**config.mk**
```make
export PLATFORM = sky130hd
export DESIGN_NAME = c1_dtack_watchdog
export DESIGN_NICKNAME = d
export VERILOG_FILES = /design/src/rtl/c1_dtack_watchdog.sv
export SDC_FILE = /design/constraint.sdc
export NUM_CORES = 1
export LEC_CHECK = 0
export ABC_AREA = 1
export CAP_MARGIN = 20
export CORE_MARGIN = 2
export CORE_UTILIZATION = 48
export DETAILED_ROUTE_END_ITERATION = 8
export PLACE_DENSITY = 0.9
export RECOVER_POWER = 50
export SYNTH_ARGS = -nofsm -noshare
export SYNTH_HDL_FRONTEND = slang
export SYNTH_SLANG_ARGS = --single-unit
```
**constraint.sdc**
```tcl
create_clock -name CLK -period 3.5 [get_ports CLK]
set_input_delay 0.525 -clock CLK [delete_from_list [all_inputs] [get_ports CLK]]
set_output_delay 0.525 -clock CLK [all_outputs]
set_load 0.02 [all_outputs]
```
**src/rtl/c1_dtack_watchdog.sv**
```systemverilog
// c1_dtack_watchdog: bus-cycle watchdog between the C1 wait/DTACK generator and the 68K.
// Raises nBERR when a cycle waits TIMEOUT_CYCLES enables without DTACK and records the faulting address and direction.
// Optional macro C1_BERR_STATS_EN adds an 8-bit saturating fault counter on BERR_COUNT.
module c1_dtack_watchdog #(
  parameter int TIMEOUT_CYCLES = 64,  // legal range 2..127
  parameter int CNT_W          = 7    // 2**CNT_W must exceed TIMEOUT_CYCLES
) (
  input  logic        CLK,
  input  logic        RESET,
  input  logic        CLK_EN_68K_P,
  input  logic        nAS,
  input  logic        nDTACK_IN,
  input  logic [22:0] M68K_ADDR,
  input  logic        M68K_RW,
  input  logic        WD_ENABLE,
  input  logic        BERR_CLR,
  output logic        nBERR,
  output logic        BERR_FLAG,
  output logic [22:0] BERR_ADDR,
  output logic        BERR_RW
`ifdef C1_BERR_STATS_EN
  ,
  output logic [7:0]  BERR_COUNT
`endif
);

  typedef enum logic [1:0] {
    IDLE  = 2'd0,
    WAIT  = 2'd1,
    ACKED = 2'd2,
    FAULT = 2'd3
  } state_t;

  localparam logic [CNT_W-1:0] CNT_LIMIT = CNT_W'(TIMEOUT_CYCLES - 1);
  localparam logic [CNT_W-1:0] CNT_MAX   = '1;
  localparam logic [CNT_W-1:0] CNT_ONE   = CNT_W'(1);

  state_t           state;
  logic [CNT_W-1:0] count;
  logic             fault_entry;

  // A fault starts on an enable where a still-waiting cycle has used up its budget.
  // ">=" (not "==") lets a count that ran past the limit while disarmed fault as soon as the watchdog is re-armed.
  always_comb begin
    fault_entry = CLK_EN_68K_P && (state == WAIT) && !nAS && nDTACK_IN
                  && WD_ENABLE && (count >= CNT_LIMIT);
  end

  // Cycle FSM with registered nBERR, wait counter and fault capture.
  always_ff @(posedge CLK or posedge RESET) begin
    if (RESET) begin
      state     <= IDLE;
      count     <= '0;
      nBERR     <= 1'b1;
      BERR_ADDR <= '0;
      BERR_RW   <= 1'b0;
    end else if (CLK_EN_68K_P) begin
      case (state)
        IDLE: begin
          count <= '0;
          nBERR <= 1'b1;
          if (!nAS) begin
            if (!nDTACK_IN) begin
              state <= ACKED;
            end else begin
              state <= WAIT;
              count <= CNT_ONE;
            end
          end
        end
        WAIT: begin
          if (nAS) begin
            state <= IDLE;
            count <= '0;
          end else if (!nDTACK_IN) begin
            // DTACK wins over a timeout that would fire on this same enable.
            state <= ACKED;
            count <= '0;
          end else if (WD_ENABLE && (count >= CNT_LIMIT)) begin
            state     <= FAULT;
            count     <= '0;
            nBERR     <= 1'b0;
            BERR_ADDR <= M68K_ADDR;
            BERR_RW   <= M68K_RW;
          end else if (count != CNT_MAX) begin
            // Keeps counting while disarmed, but saturates so it never wraps back under the limit.
            count <= count + CNT_ONE;
          end
        end
        ACKED: begin
          if (nAS) begin
            state <= IDLE;
          end
        end
        FAULT: begin
          // Only the end of the bus cycle (or reset) releases nBERR; WD_ENABLE has no say here.
          if (nAS) begin
            state <= IDLE;
            nBERR <= 1'b1;
          end else begin
            nBERR <= 1'b0;
          end
        end
        default: begin
          state <= IDLE;
          count <= '0;
          nBERR <= 1'b1;
        end
      endcase
    end
  end

  // Sticky fault flag; a new fault beats a coincident clear.
  always_ff @(posedge CLK or posedge RESET) begin
    if (RESET) begin
      BERR_FLAG <= 1'b0;
    end else if (fault_entry) begin
      BERR_FLAG <= 1'b1;
    end else if (CLK_EN_68K_P && BERR_CLR) begin
      BERR_FLAG <= 1'b0;
    end
  end

`ifdef C1_BERR_STATS_EN
  // Saturating fault counter; a fault coinciding with a clear leaves the count at 1.
  always_ff @(posedge CLK or posedge RESET) begin
    if (RESET) begin
      BERR_COUNT <= 8'd0;
    end else if (fault_entry) begin
      if (CLK_EN_68K_P && BERR_CLR) begin
        BERR_COUNT <= 8'd1;
      end else if (BERR_COUNT != 8'hFF) begin
        BERR_COUNT <= BERR_COUNT + 8'd1;
      end
    end else if (CLK_EN_68K_P && BERR_CLR) begin
      BERR_COUNT <= 8'd0;
    end
  end
`endif

endmodule
```
==> impl_metrics.toml, run 1 <==
[global_route]
overflow = 0
grt_max_degree = 50
gr-usage-all-layers_pct = 18.3
grt_pass1_vias = 1333
grt_pass1_wl_mm = 5.68
antenna_found_initial = 0

[logic_synthesis]
yosysTopAreaCellShare_pct = 51.9
yosysSeqAreaShare_pct = 53.5
netlist_area_um2 = 1640
ys_async_sr_fraction_pct = 100
ys_ff_latch = 35
synth_top_area_cell = "dfrtp_1"
yosys_warnings = 0
ys_top_cells_by_area = "dfrtp_1 (52%), nand2_1 (13%), inv_1 (8.5%)"
synth_commonest_cells = "nand2_1 (56), inv_1 (37), dfrtp_1 (34)"
synth_cells = 198
avgSynthCellArea_um2 = 8.28
synth_fp_nets = 230
synth-main-ff-cell = "dfrtp_1"
synthDistinctLibCells = 27
synth_edf_count = 0
yosysMostFrequentCell = "nand2_1"

[routing]
route.detailed.drc = 0
viasPerCell = 4.58
routed-via-count = 1393
drtAntennaViolNets = 0
wl_mm = 3.35
dr.pass1.iters = 4
dr.first_iter.drc_count = 54
routedWlPerCell_um = 11.0

[clock_network]
clk-insertion-delay-late_ns = 0.34
cts_setup_buffers = 0
ctsRootBufferMaster = "clkbuf_4"
cts_max_path_buffers = 2
cts_tree = "yes"
cts_hold_buf = 0
cts_inserted_buffers = 5
postCtsResizedCells = 0
htreeDepth = 2
clk_pin_slew_ns = 0.10
cts.sinks = 35

[floorplan]
start_util_pct = 49.5
die_width_um = 62.4
die_area_um2 = 3900
die-height_um = 62.4
io_pins = 57
rows = 21
core_um2 = 3310

[place]
place_ws_ns = 0.846
io_buffers = 56
routabilityCongestion = 0.812
place_hpwl_mm = 2.54

[pwr]
p_leak_nw = 1.14
switchingPower_mw = 0.292
p_int_mw = 0.612
power_density_nw_per_um2 = 397
ir_worst_vdd_uv = 264
switching_share_pct = 32.3
seqPwrFrac_pct = 51.6
p_comb_share_pct = 24.5
clockPowerShare_pct = 23.9

[timing]
fmax_ghz = 0.432
hold_viol = 0
rsz0062_at_grt = "false"
finalSetupViolCount = 0
clock_skew_ns = 0.0159
fin_setup_tns_ns = 0
fin_crit_ns = 2.32
worst_pin_slew_ns = 1.83
slew_headroom_pct = -21.7
min_period_over_period_pct = 66.2
fin_ws_ns = 1.18
slew_viol_final = 36

[worst_setup_path]
path_max_fanout = 35
worstSetupStartpointType = "input port"
crit_path_end_kind = "async pin"
path_class = "in2async"
critPathArrivalTime_ns = 2.42
critPathRequiredTime_ns = 3.60

[worst_hold_path]
holdCritPathClass = "reg2reg"

[cells_and_area]
drive_above_1_share_pct = 7.36
antenna_cells = 0
n_fill_cell = 274
area_delta_synth_final_pct = 38.8
final_nets = 289

[run_status]
violations = "capacitance limit, slew limit"
status = "complete, but fails checks"

[job]
drv_cap = 1
## state kept, by name, summed over array words and instances (netlist names)
register / cells
count: 7
BERR_RW: 1
BERR_ADDR: 23
state: 2
nBERR: 1
BERR_FLAG: 1
## power by group through the flow
stage	clock (mW)	sequential (mW)	combinational (mW)
after global routing	0.240	0.471	0.249
after detailed placement	0	0.473	0.224
after global placement	0	0.471	0.217
final	0.216	0.466	0.221
after CTS	0.224	0.466	0.225
after floorplan	0	0.480	0.131
## final timing paths
| kind | end | startpoint | slack [ns] | cells past startpoint |
|---|---|---|---|---|
| max in group CLK | BERR_ADDR[12] | nAS | 1.20 | 6 |
| worst min-delay path | BERR_FLAG | BERR_FLAG | 0.49 | 2 |
| worst min register to register | BERR_FLAG | BERR_FLAG | 0.49 | 2 |
| min in group asynchronous | BERR_ADDR[19] | RESET | 1.26 | 3 |
| worst max register to register | BERR_ADDR[12] | count[0] | 1.36 | 7 |
| worst max-delay path | count[4] | RESET | 1.18 | 3 |
## stage by stage
step | cells | cell area [µm²] | hold slack (ns) | power, mW | utilization [%]
2_1_floorplan | 198 | 1640 | 0.500 | 0.611 | -
5_1_grt | 304 | 2270 | 0.516 | 0.961 | 68.7
3_5_place_dp | 296 | 2230 | 0.473 | 0.697 | 67.3
6_report | 304 | 2270 | 0.493 | 0.904 | 68.7
3_3_place_gp | 296 | 2230 | 0.466 | 0.688 | 67.3
4_1_cts | 304 | 2290 | 0.500 | 0.915 | 69.0
## layout make-up
class	instances	area [µm²]	area share (%)
clock inverters	3	20.0	0.880
clock buffers	5	37.5	1.65
flip-flops and latches	35	877	38.6
repair buffers	57	564	24.8
inverters	38	143	6.27
well taps	46	57.6	2.53
multi-input cells	120	576	25.3
## cells in the final DEF, fill, tap and decap left out, types with 2 or more instances in the layout
cell	synthesis	layout
inv_1	37	37
dlygate4sd3_1	0	4
a21oi_1	4	4
nand2_1	56	57
clkdlybuf4s50_1	0	52
o21ai_2	5	5
dfrtp_1	34	34
xor2_1	2	2
nand3_1	5	6
o21ai_1	5	5
nor2_1	10	10
o21ai_0	18	18
nand4_1	3	3
clkbuf_4	0	5
clkinvlp_4	0	2
## cell families after synthesis
family / Yosys count / share of synthesized area (%)
DFF: 35 / 53.5
buffers and inverters: 43 / 10.9
xor gates and xnor gates: 3 / 1.60
AOI/OAI and AO/OA: 34 / 11.8
and+or+nand+nor: 82 / 21.5
adders and majority gates: 1 / 0.763
## critical path, cell delays in order
cell and delay, ns:
dlygate4sd3_1 0.53, inv_1 0.05, clkbuf_1 1.31
## metal layers
metal	track usage, %	wire, µm	up-vias	part of all wire (%)
li1	-	-	723	-
met1	20.5	1380	624	41
met2	32.5	1700	42	51
met3	6.31	229	4	6.8
met4	5.83	34	0	1.0
met5	0	0	-	0
Note: power is estimated with default switching activity, not from simulation.
==> run 2, diff against run 1 <==
--- a/config.mk
+++ b/config.mk
@@ -8,9 +8,9 @@
 export ABC_AREA = 1
 export CAP_MARGIN = 20
 export CORE_MARGIN = 2
-export CORE_UTILIZATION = 48
+export CORE_UTILIZATION = 40
 export DETAILED_ROUTE_END_ITERATION = 8
-export PLACE_DENSITY = 0.9
+export PLACE_DENSITY = 0.81
 export RECOVER_POWER = 50
 export SYNTH_ARGS = -nofsm -noshare
 export SYNTH_HDL_FRONTEND = slang
==> constraint.sdc (replaced) <==
create_clock -name CLK -period 2 [get_ports CLK]
set_input_delay 0.3 -clock CLK [delete_from_list [all_inputs] [get_ports CLK]]
set_output_delay 0.3 -clock CLK [all_outputs]
set_load 0.02 [all_outputs]
==> run 2 against run 1 <==
Net effect:
- the run now ends clean
- global-route usage shrank 2.5 points
- first-iteration DRC count grew 72%
- non-clock buffer count grew 2
- utilization shrank 10 points
- wire length shrank 3.3%
- critical endpoint is now nBERR
- largest power group unchanged
- highest routed layer unchanged
==> impl_metrics.toml, run 2 (synthesized netlist as in run 1, its figures left out) <==
[worst_setup_path]
path_max_fanout = 2
max_stage_delay_ns = 0.59
crit_family = "buffers and inverters"
critPathRequiredTime_ns = 1.70
worstSetupStartpointType = "flip-flop"
path_buf_inv = 1
critPathArrivalTime_ns = 1.40
cpMaxStageDelayCell = "clkdlybuf4s50_1"
crit_path_end_kind = "output pin"
path_class = "reg2out"
crit_chain = "clkdlybuf4s50_1"

[timing]
hold_viol = 0
rsz0062_at_grt = "false"
worst_pin_slew_ns = 0.832
fin_crit_ns = 1.70
fmax_ghz = 0.588
finalSetupViolCount = 0
slew_viol_final = 0
fin_setup_tns_ns = 0
fin_ws_ns = 0.300
clock_skew_ns = 0.00464
min_period_over_period_pct = 85.0
slew_headroom_pct = 44.5

[clock_network]
clk-insertion-delay-late_ns = 0.28
htreeDepth = 2
cts_tree = "yes"
cts.sinks = 35
cts_inserted_buffers = 5
ctsRootBufferMaster = "clkbuf_8"
cts_setup_buffers = 0
clk_pin_slew_ns = 0.06
cts_max_path_buffers = 2
cts_hold_buf = 0
postCtsResizedCells = 0

[cells_and_area]
antenna_cells = 0
drive_above_1_share_pct = 8.08
n_fill_cell = 362
final_cell_mix = "nand2_1 (57), clkdlybuf4s50_1 (43), inv_1 (37)"
regMostFlops = "BERR_ADDR"
largest_reg_flops = 23
final_nets = 291
area_delta_synth_final_pct = 41.8
final_common_cell = "nand2_1"
reg_top3 = "BERR_ADDR (23), count (7), state (2)"
utilization_pct = 58.5
fin_area_um2 = 2320

[pwr]
power_density_nw_per_um2 = 724
totalPowerFinal_mw = 1.68
p_comb_share_pct = 23.1
seqPwrFrac_pct = 48.8
clockPowerShare_pct = 28.0
switchingPower_mw = 0.501
ir_worst_vdd_uv = 449
p_int_mw = 1.18
switching_share_pct = 29.8
p_leak_nw = 1.20

[place]
place_ws_ns = 0.170
io_buffers = 56
place_area_um2 = 2250
routabilityCongestion = 0.787
place_hpwl_mm = 2.43

[routing]
dr.pass1.iters = 4
routedWlPerCell_um = 10.4
drtAntennaViolNets = 0
viasPerCell = 4.54
dr.first_iter.drc_count = 93
route.detailed.drc = 0
wl_mm = 3.24
routed-via-count = 1408

[floorplan]
start_util_pct = 41.3
core_um2 = 3970
rows = 23
die-height_um = 68.0
die_area_um2 = 4630
die_width_um = 68.0
io_pins = 57

[global_route]
grt_pass1_vias = 1299
grt_max_degree = 36
grt_pass1_wl_mm = 5.52
top_usage_layer = "met2"
globalRouteMet3Util_pct = 4.77
met2_usage_pct = 25.1
overflow = 0
antenna_found_initial = 0
met1_usage_pct = 20.1
gr-usage-all-layers_pct = 15.8

[worst_hold_path]
holdCritPathClass = "reg2reg"

[run_status]
status = "finished, final reports clean"

[job]
drv_cap = 0
run 2: layer usage:
| layer | vias up | share of wire [%] |
|---|---|---|
| met5 | - | 0 |
| met4 | 0 | 0.90 |
| met3 | 4 | 7.3 |
| met2 | 42 | 46 |
| met1 | 632 | 46 |
| li1 | 730 | - |
run 2: power by group through the flow:
stage / registers (mW) / clock network, mW / logic, mW
after floorplan: 0.840 / 0 / 0.230
after global placement: 0.827 / 0 / 0.384
after detailed placement: 0.831 / 0 / 0.393
after CTS: 0.818 / 0.495 / 0.394
after global routing: 0.825 / 0.525 / 0.457
final: 0.821 / 0.472 / 0.389
run 2: layout make-up:
cell class | count | area (µm²) | area share [%]
Multi-Input combinational cell | 120 | 581 | 25.0
Tap cell | 50 | 62.6 | 2.69
Clock buffer | 7 | 76.3 | 3.28
Sequential cell | 35 | 877 | 37.7
Clock inverter | 1 | 5.00 | 0.215
Inverter | 38 | 143 | 6.14
Timing Repair Buffer | 59 | 581 | 25.0
run 2: worst paths after layout:
kind,from,end,slack (ns),cells after the start
max reg2reg,count[0],count[6],0.37,10
min in group asynchronous,RESET,BERR_ADDR[3],0.70,3
min reg2reg,BERR_ADDR[0],BERR_ADDR[0],0.48,2
min,BERR_ADDR[0],BERR_ADDR[0],0.48,2
max,nBERR,nBERR,0.30,1
max in group asynchronous,RESET,state[0],0.77,3
run 2: metrics by stage:
stage / hold WS (ns) / std cells
finish: 0.482 / 310
global route: 0.505 / 310
CTS: 0.425 / 310
detailed placement: 0.474 / 302
global placement: 0.466 / 302
floorplan: 0.433 / 198
==> run 3, diff against run 2 <==
--- a/config.mk
+++ b/config.mk
@@ -8,9 +8,9 @@
 export ABC_AREA = 1
 export CAP_MARGIN = 20
 export CORE_MARGIN = 2
-export CORE_UTILIZATION = 40
+export CORE_UTILIZATION = 48
 export DETAILED_ROUTE_END_ITERATION = 8
-export PLACE_DENSITY = 0.81
+export PLACE_DENSITY = 0.9
 export RECOVER_POWER = 50
 export SYNTH_ARGS = -nofsm -noshare
 export SYNTH_HDL_FRONTEND = slang
==> constraint.sdc (replaced) <==
create_clock -name CLK -period 2.1 [get_ports CLK]
set_input_delay 0.315 -clock CLK [delete_from_list [all_inputs] [get_ports CLK]]
set_output_delay 0.315 -clock CLK [all_outputs]
set_load 0.02 [all_outputs]
==> run 3 against run 2 <==
Net effect:
- final cell count fell by 1.3%
- utilization is 11 points higher
- clock skew up 0.012 ns
- highest routed layer unchanged
- largest power group unchanged
- die area shrank 16%
- sequential share of layout area is 0.56 points higher
==> impl_metrics.toml, run 3 (synthesized netlist as in run 1, its figures left out) <==
[worst_setup_path]
r2r-start = "count[0]"
crit_chain = "clkdlybuf4s50_1"
worstSetupStartpointType = "flip-flop"
max_stage_delay_ns = 0.59
startpoint = "nBERR"
crit_path_end_kind = "output pin"
critPathRequiredTime_ns = 1.78
cpMaxStageDelayCell = "clkdlybuf4s50_1"
path_class = "reg2out"
critPathArrivalTime_ns = 1.48
path_buf_inv = 1
path_max_fanout = 2
crit_family = "buffers and inverters"

[global_route]
grt_max_degree = 36
grt_pass1_vias = 1302
overflow = 0
gr-usage-all-layers_pct = 18.6
grt_pass1_wl_mm = 5.70
antenna_found_initial = 0

[clock_network]
clk-insertion-delay-late_ns = 0.34
cts_inserted_buffers = 5
cts_tree = "yes"
clk_pin_slew_ns = 0.11
cts_setup_buffers = 0
cts.sinks = 35
ctsRootBufferMaster = "clkbuf_4"
cts_max_path_buffers = 2
postCtsResizedCells = 0
cts_hold_buf = 0
htreeDepth = 2

[cells_and_area]
instances_no_fill = 306
final_nets = 291
reg_top3 = "BERR_ADDR (23), count (7), state (2)"
seqCellArea_um2 = 877
final_cell_mix = "nand2_1 (57), clkdlybuf4s50_1 (55), inv_1 (37)"
n_fill_cell = 277
area_delta_synth_final_pct = 39.8
antenna_cells = 0
multiInputGateArea_um2 = 561
largest_reg_flops = 23
drive_above_1_share_pct = 6.54
final_common_cell = "nand2_1"
regMostFlops = "BERR_ADDR"

[pwr]
p_leak_nw = 1.15
ir_worst_vdd_uv = 498
power_density_nw_per_um2 = 668
totalPowerFinal_mw = 1.53

[place]
dp.cells = 298
place_ws_ns = 0.251
routabilityCongestion = 0.847
place_hpwl_mm = 2.47
io_buffers = 56

[floorplan]
io_pins = 57
die-height_um = 62.4
rows = 21
die_width_um = 62.4
start_util_pct = 49.5
core_um2 = 3310
die_area_um2 = 3900

[routing]
dr.first_iter.drc_count = 65
route.detailed.drc = 0
drtAntennaViolNets = 0
viasPerCell = 4.60
routed-via-count = 1408
wl_mm = 3.32
routedWlPerCell_um = 10.9
dr.pass1.iters = 4

[timing]
hold_slack_ns = 0.488
fin_crit_ns = 1.79
clock_skew_ns = 0.0166
hold_viol = 0
slew_headroom_pct = 45.0
fin_ws_ns = 0.305
slew_viol_final = 0
min_period_over_period_pct = 85.5
fmax_ghz = 0.557
finalSetupViolCount = 0
rsz0062_at_grt = "false"
worst_pin_slew_ns = 0.826
fin_setup_tns_ns = 0

[run_status]
status = "finished, final reports clean"

[worst_hold_path]
holdCritPathClass = "reg2reg"
min-delay-start = "nBERR"

[job]
drv_cap = 0
## run 3: cell count changes in the layout (fill, tap and decap cells not counted), sizes merged
cell and delta:
clkdlybuf4s50 +12, dlygate4sd3 -12
## run 3: worst reg2reg max path, cell delays in order (launching register included)
cell     delay (ns)
dfrtp_1        0.43
ha_1           0.25
nand2_1        0.11
nand2_1        0.06
nand2_1        0.05
nand2_1        0.06
nand2_1        0.11
nand3_2        0.12
nand2_1        0.15
inv_1          0.12
a21oi_1        0.15
## run 3: area by class of cell
class,count,share of cell area (%)
clock buffers,7,2.40
repair buffers,59,25.9
clock inverters,1,0.218
flip-flops and latches,35,38.3
multi-input cells,120,24.5
well taps,46,2.51
inverters,38,6.23
## run 3: where the power goes
group	internal [mW]	switching [mW]	total, mW
registers	0.730	0.0472	0.777
logic	0.162	0.211	0.373
clock network	0.162	0.216	0.379
## run 3: path summary, 6_finish.rpt
kind                            cells after the start       endpoint  slack, ns
worst max-delay path                                1          nBERR       0.31
worst min-delay path                                2          nBERR       0.49
worst max register to register                     10       count[6]       0.42
worst min register to register                      2          nBERR       0.49
max in group asynchronous                           3   BERR_ADDR[7]       0.93
min in group asynchronous                           3  BERR_ADDR[21]       0.64
## run 3: through the flow
step	utilization, %	instance area (µm²)
final	69.2	2290
after global routing	69.2	2290
after CTS	70.0	2320
after detailed placement	68.1	2260
after global placement	68.1	2260
after floorplan	-	1640
## run 3: per-layer routing
layer  vias up  global-route usage [%]  wire (µm)
met2        47                    29.7       1640
li1        725                       -          -
met5         -                       0          0
met3         8                    7.39        247
met1       628                    21.7       1370
met4         0                    9.72         68
